<file path="config.mk">
export PLATFORM = sky130hd
export DESIGN_NAME = fifo_wr_arbiter
export DESIGN_NICKNAME = d
export VERILOG_FILES = /design/src/rtl/fifo_wr_arbiter.sv
export SDC_FILE = /design/constraint.sdc
export NUM_CORES = 1
export LEC_CHECK = 0
export ABC_AREA = 0
export BUFFER_PORTS_ARGS = -buffer_cell sky130_fd_sc_hd__clkbuf_2
export CAP_MARGIN = 30
export CORE_ASPECT_RATIO = 0.8
export CORE_UTILIZATION = 41
export CTS_BUF_LIST = sky130_fd_sc_hd__clkbuf_8
export CTS_CLUSTER_SIZE = 8
export DETAILED_ROUTE_END_ITERATION = 16
export GPL_ROUTABILITY_DRIVEN = 0
export MAX_ROUTING_LAYER = met4
export PLACE_DENSITY_LB_ADDON = 0.15
export SYNTH_ARGS = -nofsm -noshare
export SYNTH_HDL_FRONTEND = slang
export SYNTH_SLANG_ARGS = --single-unit
export TNS_END_PERCENT = 10
</file>
<file path="constraint.sdc">
create_clock -name wr_clk -period 2.4 [get_ports wr_clk]
set_clock_uncertainty 0.2 [all_clocks]
set_input_delay 0.48 -clock wr_clk [delete_from_list [all_inputs] [get_ports wr_clk]]
set_output_delay 0.48 -clock wr_clk [all_outputs]
set_load 0.005 [all_outputs]
</file>
<file path="src/rtl/fifo_wr_arbiter.sv">
// Write side of the async FIFO: round-robin arbitration of two requesters onto one write port,
// binary/Gray write pointer, registered full and sticky overflow; almost-full needs FIFO_WR_ALMOST_FULL_EN.
module fifo_wr_arbiter #(
  parameter int ADDR_SIZE = 4,
  parameter int DATA_SIZE = 8,
  parameter int AF_MARGIN = 2
) (
  input  logic                 wr_clk,
  input  logic                 wr_rstn,
  input  logic [1:0]           req_valid,
  input  logic [DATA_SIZE-1:0] req_data0,
  input  logic [DATA_SIZE-1:0] req_data1,
  output logic [1:0]           req_ready,
  input  logic [ADDR_SIZE:0]   wrq2_rptr,
  output logic                 wr_en,
  output logic [ADDR_SIZE-1:0] wr_addr,
  output logic [DATA_SIZE-1:0] wr_data,
  output logic [ADDR_SIZE:0]   wr_ptr,
  output logic                 wr_full,
  output logic                 wr_almost_full,
  output logic                 wr_ovf
);

  logic [ADDR_SIZE:0] wbin_q, wbin_d;
  logic [ADDR_SIZE:0] wr_ptr_q, wgray_d;
  logic [ADDR_SIZE:0] rptr_full;
  logic               wr_full_q, wr_full_d;
  logic               last_gnt_q, last_gnt_d;
  logic               wr_ovf_q, wr_ovf_d;
  logic [1:0]         gnt;

  // last_gnt_q names the requester that lost priority; the other one wins a tie.
  always_comb begin
    gnt = 2'b00;
    if (wr_rstn && !wr_full_q) begin
      case (req_valid)
        2'b01:   gnt = 2'b01;
        2'b10:   gnt = 2'b10;
        2'b11:   gnt = last_gnt_q ? 2'b01 : 2'b10;
        default: gnt = 2'b00;
      endcase
    end
  end

  always_comb begin
    wr_data = '0;
    if (gnt[0]) begin
      wr_data = req_data0;
    end else if (gnt[1]) begin
      wr_data = req_data1;
    end
  end

  assign req_ready  = gnt;
  assign wr_en      = |(req_valid & gnt);
  assign wr_addr    = wbin_q[ADDR_SIZE-1:0];
  assign wr_ptr     = wr_ptr_q;
  assign wr_full    = wr_full_q;
  assign wr_ovf     = wr_ovf_q;

  assign wbin_d     = wbin_q + {{ADDR_SIZE{1'b0}}, wr_en};
  assign wgray_d    = wbin_d ^ (wbin_d >> 1);
  // Full when the next write pointer is exactly one lap ahead of the read pointer.
  assign rptr_full  = {~wrq2_rptr[ADDR_SIZE:ADDR_SIZE-1], wrq2_rptr[ADDR_SIZE-2:0]};
  assign wr_full_d  = (wgray_d == rptr_full);
  assign wr_ovf_d   = wr_ovf_q | ((|req_valid) & wr_full_q);
  assign last_gnt_d = wr_en ? gnt[1] : last_gnt_q;

  always_ff @(posedge wr_clk) begin
    if (!wr_rstn) begin
      wbin_q     <= '0;
      wr_ptr_q   <= '0;
      wr_full_q  <= 1'b0;
      last_gnt_q <= 1'b1;
      wr_ovf_q   <= 1'b0;
    end else begin
      wbin_q     <= wbin_d;
      wr_ptr_q   <= wgray_d;
      wr_full_q  <= wr_full_d;
      last_gnt_q <= last_gnt_d;
      wr_ovf_q   <= wr_ovf_d;
    end
  end

`ifdef FIFO_WR_ALMOST_FULL_EN
  localparam logic [ADDR_SIZE+1:0] DEPTH  = (ADDR_SIZE+2)'(1 << ADDR_SIZE);
  localparam logic [ADDR_SIZE+1:0] AF_LIM = (ADDR_SIZE+2)'(AF_MARGIN);

  logic [ADDR_SIZE:0]   rbin;
  logic [ADDR_SIZE:0]   used;
  logic [ADDR_SIZE+1:0] free_slots;
  logic                 wr_af_q, wr_af_d;

  always_comb begin
    rbin = '0;
    for (int i = 0; i <= ADDR_SIZE; i++) begin
      rbin[i] = ^(wrq2_rptr >> i);
    end
    used       = wbin_d - rbin;
    free_slots = DEPTH - {1'b0, used};
    wr_af_d    = (free_slots <= AF_LIM);
  end

  always_ff @(posedge wr_clk) begin
    if (!wr_rstn) begin
      wr_af_q <= 1'b0;
    end else begin
      wr_af_q <= wr_af_d;
    end
  end

  assign wr_almost_full = wr_af_q;
`else
  assign wr_almost_full = 1'b0;
`endif

endmodule

</file>
==> flow_summary.ini, run 1 <==
[route]
viasPerCell = 4.67
wl_per_cell_um = 10.2
drt_iter0_drc = 3
wl_mm = 1.48
drc = 0
ant_nets = 0
route.vias.total = 677
drt_pass1_iterations = 2

[setup_path]
cp_slowest_cell = and3_1
reg2reg_from = wr_full
worst_path_most_repeated_cell = clkbuf_2
crit_family = simple AND/OR/NAND/NOR gates
rrSetupSlack_ns = 0.25
crit_type = in2out
ff2ff_path_depth = 9
rr_endpoint = wr_full
path_cells = clkbuf_2, nor2b_1, buf_4, and3_1, a22o_1, clkbuf_2
start_kind = primary input
crit_fanout = 10
crit_path_max_incr_delay_ns = 0.36
crit_path_end = wr_data[1]
path_depth = 6
crit_path_end_kind = output port
cp_data_arrival_time_ns = 1.52
crit_buf_inv = 3
crit_start = wr_rstn
crit_required_ns = 1.72

[pwr]
power.leakage_nw = 0.573
powerDensity_nw_per_um2 = 539
vdd_drop_max_uv = 381
power_uw = 549

[floorplan]
die_y_um = 38.4
dieArea_um2 = 1820
start_util = 0.461
core-area_um2 = 1470
rows = 12
ioPinCount = 48
die_w_um = 47.5

[timing]
final-hold-violation-count = 0
drv_slew = 0
max_freq_ghz = 0.454
min_period_ns = 2.20
post-route-period-util = 0.918
rsz0062_at_grt = false
finalSetupViolCount = 0

[yosys]
synthArstFlopShare = 0
ys_seq_area_frac = 0.354
synthFlopType = dfxtp_1
synth_edf_count = 0
synth.top_cells.by_count = 12 x dfxtp_1, 8 x a22o_1, 7 x and2_1
synth.area.top_cells = dfxtp_1 35%, a22o_1 10%, xnor2_1 7.7%, and2_1 6.5%, xor2_1 6.5%
synth.largest_area_cell = dfxtp_1
yosysWarnings = 0
synthesis.instances = 71
synth_top_area_share = 0.354
syn_area_um2 = 678
synth_seq_cells = 12
yosys.cell_types.count = 26
syn-num-nets = 98
syn_avg_cell_area_um2 = 9.55
yosysMostFrequentCell = dfxtp_1

[grt]
grt_max_degree = 13
grt_pass1_wl_mm = 2.29
grt_overflow_total = 0
grt_usage = 0.191
grt_antenna_before_repair = 0
grt_pass1_vias = 555

[clocking]
post_cts.repair.setup_buffers = 0
clock_sinks = 12
htreeDepth = 1
clock-root-buffer = clkbuf_8
postCtsResizedCells = 0
cts_buffer_depth = 2
cts_hold_buf = 0
cts_buffers = 3
clk_pin_slew_ns = 0.05
insertion_delay_ns = 0.24
cts_tree = built

[placed_design]
post-place-cells = 141
port_buffers = 46
hpwlAfterDp_mm = 1.25

[flow_run]
cap_violations = 0

[cells_and_area]
final_net_count = 152
area_delta_synth_final_pct = 50.2
final-instance-count-excl-fill = 145
diodes = 0
drive_gt1_frac = 0.476

[outcome]
outcome = complete, no violations

[hold_path]
hold_class = reg2reg
flip-flops by register name, indices dropped and copies added (netlist names):
signal	count
wbin_q	5
wr_ptr	4
last_gnt_q	1
wr_full	1
wr_ovf	1
placed cells by master (no fill, tap or decap):
| cell type | instances |
|---|---|
| a21oi_1 | 1 |
| a21oi_2 | 1 |
| a22o_1 | 8 |
| and2_1 | 7 |
| and2_2 | 1 |
| and3_1 | 2 |
| buf_4 | 6 |
| clkbuf_2 | 46 |
| clkbuf_8 | 4 |
| conb_1 | 1 |
| dfxtp_1 | 12 |
| ha_1 | 2 |
| inv_1 | 3 |
| mux2i_1 | 1 |
| nand2_1 | 6 |
| nand3_1 | 2 |
| nor2b_1 | 2 |
| nor3_1 | 1 |
| o2111a_1 | 1 |
| o21a_1 | 2 |
| o21ai_1 | 1 |
| or2_1 | 1 |
| xnor2_1 | 6 |
| xor2_1 | 5 |
| xor2_2 | 1 |
| xor3_1 | 1 |
stage by stage:
step | worst slack, ns | setup TNS (ns) | utilization | instance area [um^2] | hold slack [ns]
2_1_floorplan | 0.154 | 0 | - | 678 | 0.262
3_3_place_gp | 0.0538 | 0 | 0.655 | 963 | 0.251
3_5_place_dp | -0.00923 | -0.00923 | 0.655 | 963 | 0.260
4_1_cts | 0.186 | 0 | 0.692 | 1020 | 0.273
5_1_grt | 0.0168 | 0 | 0.692 | 1020 | 0.281
6_report | 0.196 | 0 | 0.692 | 1020 | 0.268
area by class of cell:
cell class	count	area [um^2]
Fill cell	147	453
Multi-Input combinational cell	53	410
Timing Repair Buffer	52	275
Sequential cell	12	240
Clock buffer	4	55.1
Tap cell	21	26.3
Inverter	3	11.3
report_power, final:
part / switching (mW) / total (mW) / leakage (nW) / internal (mW)
clock: 0.0744 / 0.219 / 0.0288 / 0.145
sequential: 0.00494 / 0.214 / 0.0976 / 0.209
combinational: 0.0496 / 0.115 / 0.446 / 0.0652
routing by layer:
layer | up-vias | global-route usage | share of wire
met2 | 25 | 0.322 | 0.48
met1 | 302 | 0.214 | 0.45
li1 | 348 | - | -
met4 | 0 | 0.0429 | 0.0061
met5 | - | - | 0
met3 | 2 | 0.0708 | 0.067
kinds of logic after synthesis:
group                      count (synthesis)  synth area share
muxes                                      1            0.0148
other                                      1           0.00553
AOI/OAI and AO/OA                         14             0.170
and+or+nand+nor                           22             0.177
adders and majority gates                  2            0.0369
xor gates and xnor gates                  13             0.201
DFF                                       12             0.354
buffers and inverters                      6            0.0406
how the worst min path moves through the flow:
stage	slack, ns	cells after the start	end	start
3_3_place_gp	0.25	1	wr_ovf	wr_ovf
4_1_cts	0.27	1	wr_ovf	wr_ovf
2_1_floorplan	0.26	2	last_gnt_q	last_gnt_q
6_report	0.27	1	wr_ovf	wr_ovf
5_1_grt	0.28	1	wr_ovf	wr_ovf
3_5_place_dp	0.26	1	wr_ovf	wr_ovf
Power figures use the tool's default switching activity.
==> inputs of run 2 (changes only) <==
--- a/config.mk
+++ b/config.mk
@@ -14,6 +14,7 @@
 export CTS_CLUSTER_SIZE = 8
 export DETAILED_ROUTE_END_ITERATION = 16
 export GPL_ROUTABILITY_DRIVEN = 0
+export GPL_TIMING_DRIVEN = 0
 export MAX_ROUTING_LAYER = met4
 export PLACE_DENSITY_LB_ADDON = 0.15
 export SYNTH_ARGS = -nofsm -noshare
==> run 2 against run 1 <==
Compared with the run above:
- clock-buffer cell count stayed put
- cell area is 0.49% higher
- hold slack better by 0.0073 ns
- die area stayed put
- non-clock buffer count is 3 lower
- critical path depth is 4 higher
- setup slack worse by 0.029 ns
- sequential power hardly changed
- combinational power hardly changed
- wire length is 11% higher
- maximum frequency is 1.3% lower
- critical endpoint is now wr_full
- largest cell class unchanged
- highest routed layer unchanged
==> flow_summary.ini, run 2 (same netlist as run 1, synthesis figures left out) <==
[outcome]
outcome = complete, no violations

[setup_path]
start_kind = primary input
crit_fanout = 4
crit_path_end_kind = register
cp_data_arrival_time_ns = 2.17
crit_required_ns = 2.33
crit_type = in2reg

[grt]
grtUsageMet1 = 0.207
grt-busiest-layer = met2
grt_max_degree = 11
grtUsageMet3 = 0.0708
met2_usage = 0.342
grt_antenna_before_repair = 0
grt_usage = 0.204
grt_overflow_total = 0
grt_pass1_vias = 559
grt_pass1_wl_mm = 2.35

[clocking]
clock_sinks = 12
cts_buffer_depth = 2
htreeDepth = 1
cts_buffers = 3
cts_hold_buf = 0
clk_pin_slew_ns = 0.05
clock-root-buffer = clkbuf_8
insertion_delay_ns = 0.24
cts_tree = built

[timing]
post-route-period-util = 0.930
finalSetupViolCount = 0
fin_tns_setup_ns = 0
rsz0062_at_grt = false
final-hold-violation-count = 0
min_period_ns = 2.23
layout_setup_ws_ns = 0.168
max_freq_ghz = 0.448
drv_slew = 0

[floorplan]
die_y_um = 38.4
rows = 12
ioPinCount = 48
start_util = 0.461
dieArea_um2 = 1820
core-area_um2 = 1470
die_w_um = 47.5

[placed_design]
port_buffers = 46
pre_cts_ws_ns = -0.206
post-place-cells = 138
hpwlAfterDp_mm = 1.32

[route]
drt_iter0_drc = 3
drt_pass1_iterations = 3
viasPerCell = 4.72
wl_per_cell_um = 11.6
drc = 0
ant_nets = 0
wl_mm = 1.65
route.vias.total = 670

[pwr]
power.leakage_nw = 0.560
power_uw = 552
vdd_drop_max_uv = 393
powerDensity_nw_per_um2 = 539

[cells_and_area]
drive_gt1_frac = 0.479
area_delta_synth_final_pct = 50.9
mostFrequentLayoutCells = 46 x clkbuf_2, 12 x dfxtp_1, 8 x a22o_1
diodes = 0
nFillCells = 142
final-instance-count-excl-fill = 142
final_net_count = 149
utilization = 0.696
largest_reg_flops = 5
regMostFlops = wbin_q
layout_commonest_cell = clkbuf_2

[flow_run]
cap_violations = 0

[hold_path]
hold_class = reg2reg
run 2: worst max-delay path: stages:
cell and delay, ns:
clkbuf_2 0.12, nor2b_1 0.20, o21ai_1 0.12, inv_1 0.10
ha_2 0.22, ha_4 0.18, nand3_1 0.14, xnor2_2 0.20
and3_1 0.18, o2111a_1 0.24
run 2: final timing paths:
path                 from  endpoint  slack (ns)  cells past startpoint
setup / recovery  wr_rstn   wr_full        0.17                     10
hold / removal     wr_ovf    wr_ovf        0.28                      1
setup reg to reg  wr_full   wr_full        0.23                      9
hold reg to reg    wr_ovf    wr_ovf        0.28                      1
run 2: stage by stage:
stage	hold slack, ns	area [um^2]
after global placement	0.253	935
after CTS	0.290	990
after global routing	0.291	1020
after floorplan	0.262	678
final	0.275	1020
after detailed placement	0.278	935
run 2: routing by layer:
layer | share of wire | vias to the layer above
met1 | 0.39 | 301
met5 | 0 | -
li1 | - | 339
met3 | 0.061 | 4
met4 | 0.019 | 0
met2 | 0.53 | 26
run 2: area by class of cell:
cell class	instances	area (um^2)	share of cell area
well taps	21	26.3	0.0257
flip-flops and latches	12	240	0.235
plain buffers	3	16.3	0.0159
repair buffers	46	230	0.225
inverters	3	11.3	0.0110
multi-input cells	53	444	0.434
clock buffers	4	55.1	0.0538
run 2: report_power, final:
| group | leakage [nW] | internal (mW) | switching, mW |
|---|---|---|---|
| clock | 0.0288 | 0.145 | 0.0756 |
| combinational | 0.434 | 0.0640 | 0.0513 |
| sequential | 0.0976 | 0.209 | 0.00630 |
| total | 0.560 | 0.419 | 0.133 |
run 2: repair_timing:
action / 4_1_cts / 5_1_grt
gates resized for setup: 0 / 5
buffers inserted: 0 / 0
setup endpoints to repair: 0 / 2
==> inputs of run 3 (changes only) <==
--- a/config.mk
+++ b/config.mk
@@ -5,18 +5,19 @@
 export SDC_FILE = /design/constraint.sdc
 export NUM_CORES = 1
 export LEC_CHECK = 0
-export ABC_AREA = 0
+export ABC_AREA = 1
 export BUFFER_PORTS_ARGS = -buffer_cell sky130_fd_sc_hd__clkbuf_2
 export CAP_MARGIN = 30
 export CORE_ASPECT_RATIO = 0.8
-export CORE_UTILIZATION = 41
+export CORE_UTILIZATION = 43
 export CTS_BUF_LIST = sky130_fd_sc_hd__clkbuf_8
-export CTS_CLUSTER_SIZE = 8
+export CTS_CLUSTER_SIZE = 20
 export DETAILED_ROUTE_END_ITERATION = 16
 export GPL_ROUTABILITY_DRIVEN = 0
 export GPL_TIMING_DRIVEN = 0
 export MAX_ROUTING_LAYER = met4
 export PLACE_DENSITY_LB_ADDON = 0.15
+export RECOVER_POWER = 25
 export SYNTH_ARGS = -nofsm -noshare
 export SYNTH_HDL_FRONTEND = slang
 export SYNTH_SLANG_ARGS = --single-unit
==> run 3 against run 2 <==
Compared with the run above:
- sequential power hardly changed
- sequential cell count stayed put
- setup slack worse by 0.053 ns
- highest routed layer unchanged
==> flow_summary.ini, run 3 <==
[outcome]
outcome = complete, no violations

[grt]
grt_pass1_wl_mm = 2.76
grt-busiest-layer = met2
grt_overflow_total = 0
met2_usage = 0.345
grt_usage = 0.203
grt_antenna_before_repair = 0
grtUsageMet1 = 0.245
grt_pass1_vias = 650
grt_max_degree = 11
grtUsageMet3 = 0.0588

[setup_path]
start_kind = primary input
rr_endpoint = wr_full
crit_buf_inv = 5
worst_path_most_repeated_cell = inv_2
reg2reg_from = last_gnt_q
rrSetupSlack_ns = 0.17
crit_required_ns = 2.37
crit_family = simple AND/OR/NAND/NOR gates
crit_path_max_incr_delay_ns = 0.37
cp_data_arrival_time_ns = 2.26
ff2ff_path_depth = 14
crit_path_end_kind = register
cp_slowest_cell = ha_2
crit_type = in2reg
path_depth = 17
path_cells = clkbuf_4, inv_4, nor2_4, inv_2, nor2_4, inv_2, nand2_2, ha_4, ha_2, inv_2, nand2_1, a21oi_1, nor2_1, nand3_1, nor2_1, nand2_1, nor2_2
crit_fanout = 8

[floorplan]
die_w_um = 48.5
start_util = 0.458
die_y_um = 39.2
ioPinCount = 48
dieArea_um2 = 1900
rows = 13
core-area_um2 = 1630

[yosys]
synthFlopType = dfxtp_1
synth_edf_count = 0
yosysWarnings = 0
synth.area.top_cells = dfxtp_1 32%, nand2_1 16%, a22o_1 9.4%, inv_1 6.1%, nand3_1 4.7%
synth_top_area_share = 0.323
yosys.cell_types.count = 22
synth.top_cells.by_count = 32 x nand2_1, 12 x dfxtp_1, 12 x inv_1
synthArstFlopShare = 0
syn_area_um2 = 744
synth_seq_cells = 12
syn_avg_cell_area_um2 = 6.96
ys_seq_area_frac = 0.323
synthesis.instances = 107
yosysMostFrequentCell = nand2_1
synth.largest_area_cell = dfxtp_1
syn-num-nets = 134

[cells_and_area]
stdcell_area_um2 = 1070
final_net_count = 186
drive_gt1_frac = 0.414
mostFrequentLayoutCells = 42 x clkbuf_2, 31 x nand2_1, 12 x inv_1, 12 x dfxtp_1, 8 x a22o_1
regMostFlops = wbin_q
area_delta_synth_final_pct = 44.2
layout_commonest_cell = clkbuf_2
largest_reg_flops = 5
nFillCells = 149
diodes = 0

[clocking]
clock_sinks = 12
cts_tree = built
htreeDepth = 1
cts_buffers = 3
insertion_delay_ns = 0.24
cts_hold_buf = 0
clock-root-buffer = clkbuf_8
cts_buffer_depth = 2
clk_pin_slew_ns = 0.04

[timing]
drv_slew = 0
max_freq_ghz = 0.438
post-route-period-util = 0.952
final-hold-violation-count = 0
hold_ws_ns = 0.256
min_period_ns = 2.29
finalSetupViolCount = 0
rsz0062_at_grt = false

[placed_design]
port_buffers = 46
hpwlAfterDp_mm = 1.52
placed_area_um2 = 1000

[pwr]
vdd_drop_max_uv = 501
power_uw = 526
powerDensity_nw_per_um2 = 490
power.leakage_nw = 0.602

[hold_path]
hold_class = reg2reg
hold_end = wr_ovf
min_path_cells = 2
holdCritStartpoint = wr_ovf

[route]
drc = 0
drt_pass1_iterations = 4
wl_per_cell_um = 10.4
viasPerCell = 4.70
ant_nets = 0
drt_iter0_drc = 16
wl_mm = 1.87
route.vias.total = 842

[flow_run]
cap_violations = 0
-- run 3: cell types whose count changed in the layout (fill, tap and decap cells not counted), sizes merged, moves of 4 or more --
cell and change:
and2 -8, xnor2 -4, inv +13, nor2 +12
nand2 +27, xor2 -6, nand3 +5, nand4 +4
-- run 3: worst register-to-register path, cell delays in order, from the launching register on --
cell and delay [ns]:
dfxtp_1 0.34, o21ai_2 0.19, nor2_4 0.06, inv_2 0.07
nand2_2 0.08, ha_4 0.18, ha_2 0.37, inv_2 0.06
nand2_1 0.09, a21oi_1 0.07, nor2_1 0.14, nand3_1 0.08
nor2_1 0.11, nand2_1 0.07, nor2_2 0.06
-- run 3: report_power, final --
part | total (mW) | switching (mW) | internal (mW)
clock | 0.176 | 0.0657 | 0.110
combinational | 0.132 | 0.0676 | 0.0646
sequential | 0.218 | 0.00766 | 0.210
-- run 3: how the worst max path moves through the flow --
stage / from / endpoint / slack, ns
after floorplan: wr_rstn / wr_full / 0.02
after global placement: wr_rstn / wr_full / -0.35
after detailed placement: wr_rstn / wr_full / -0.41
after CTS: req_valid[1] / wr_full / 0.002
after global routing: wr_rstn / wr_full / 0.02
final: wr_rstn / wr_full / 0.11
-- run 3: metrics by stage --
stage	setup WS, ns	TNS, ns	util	std cells
final	0.115	0	0.660	179
after global routing	0.0202	0	0.660	179
after CTS	0.00180	0	0.648	179
after detailed placement	-0.414	-1.12	0.616	175
after global placement	-0.350	-0.656	0.616	175
after floorplan	0.0184	0	-	107
-- run 3: final cells by class --
class,instances,area (um^2),share of cell area
tap,22,27.5,0.0256
timing repair buffer,47,236,0.220
inverter,16,62.6,0.0583
sequential,12,240,0.224
buffer,2,18.8,0.0175
clock buffer,3,41.3,0.0385
multi-input combinational,77,447,0.416
-- run 3: repair_timing --
item,in CTS,in global routing
setup endpoints to repair,1,2
buffers inserted,1,0
pin swaps,1,0
resized for setup,1,8
-- run 3: routing by layer --
layer / vias to the layer above / routed length [um]
li1: 450 / -
met1: 369 / 833
met2: 21 / 933
met3: 2 / 80
met4: 0 / 17
met5: - / 0
-- run 3: kinds of logic (layout without fill, tap and decap cells) --
family | count (synthesis) | in the layout | share of synthesized area
adders and majority gates | 2 | 2 | 0.0336
buffers and inverters | 18 | 68 | 0.106
AOI/OAI and AO/OA | 14 | 14 | 0.139
DFF | 12 | 12 | 0.323
xor gates and xnor gates | 2 | 2 | 0.0336
and+or+nand+nor | 58 | 58 | 0.360
other | 1 | 1 | 0.00504
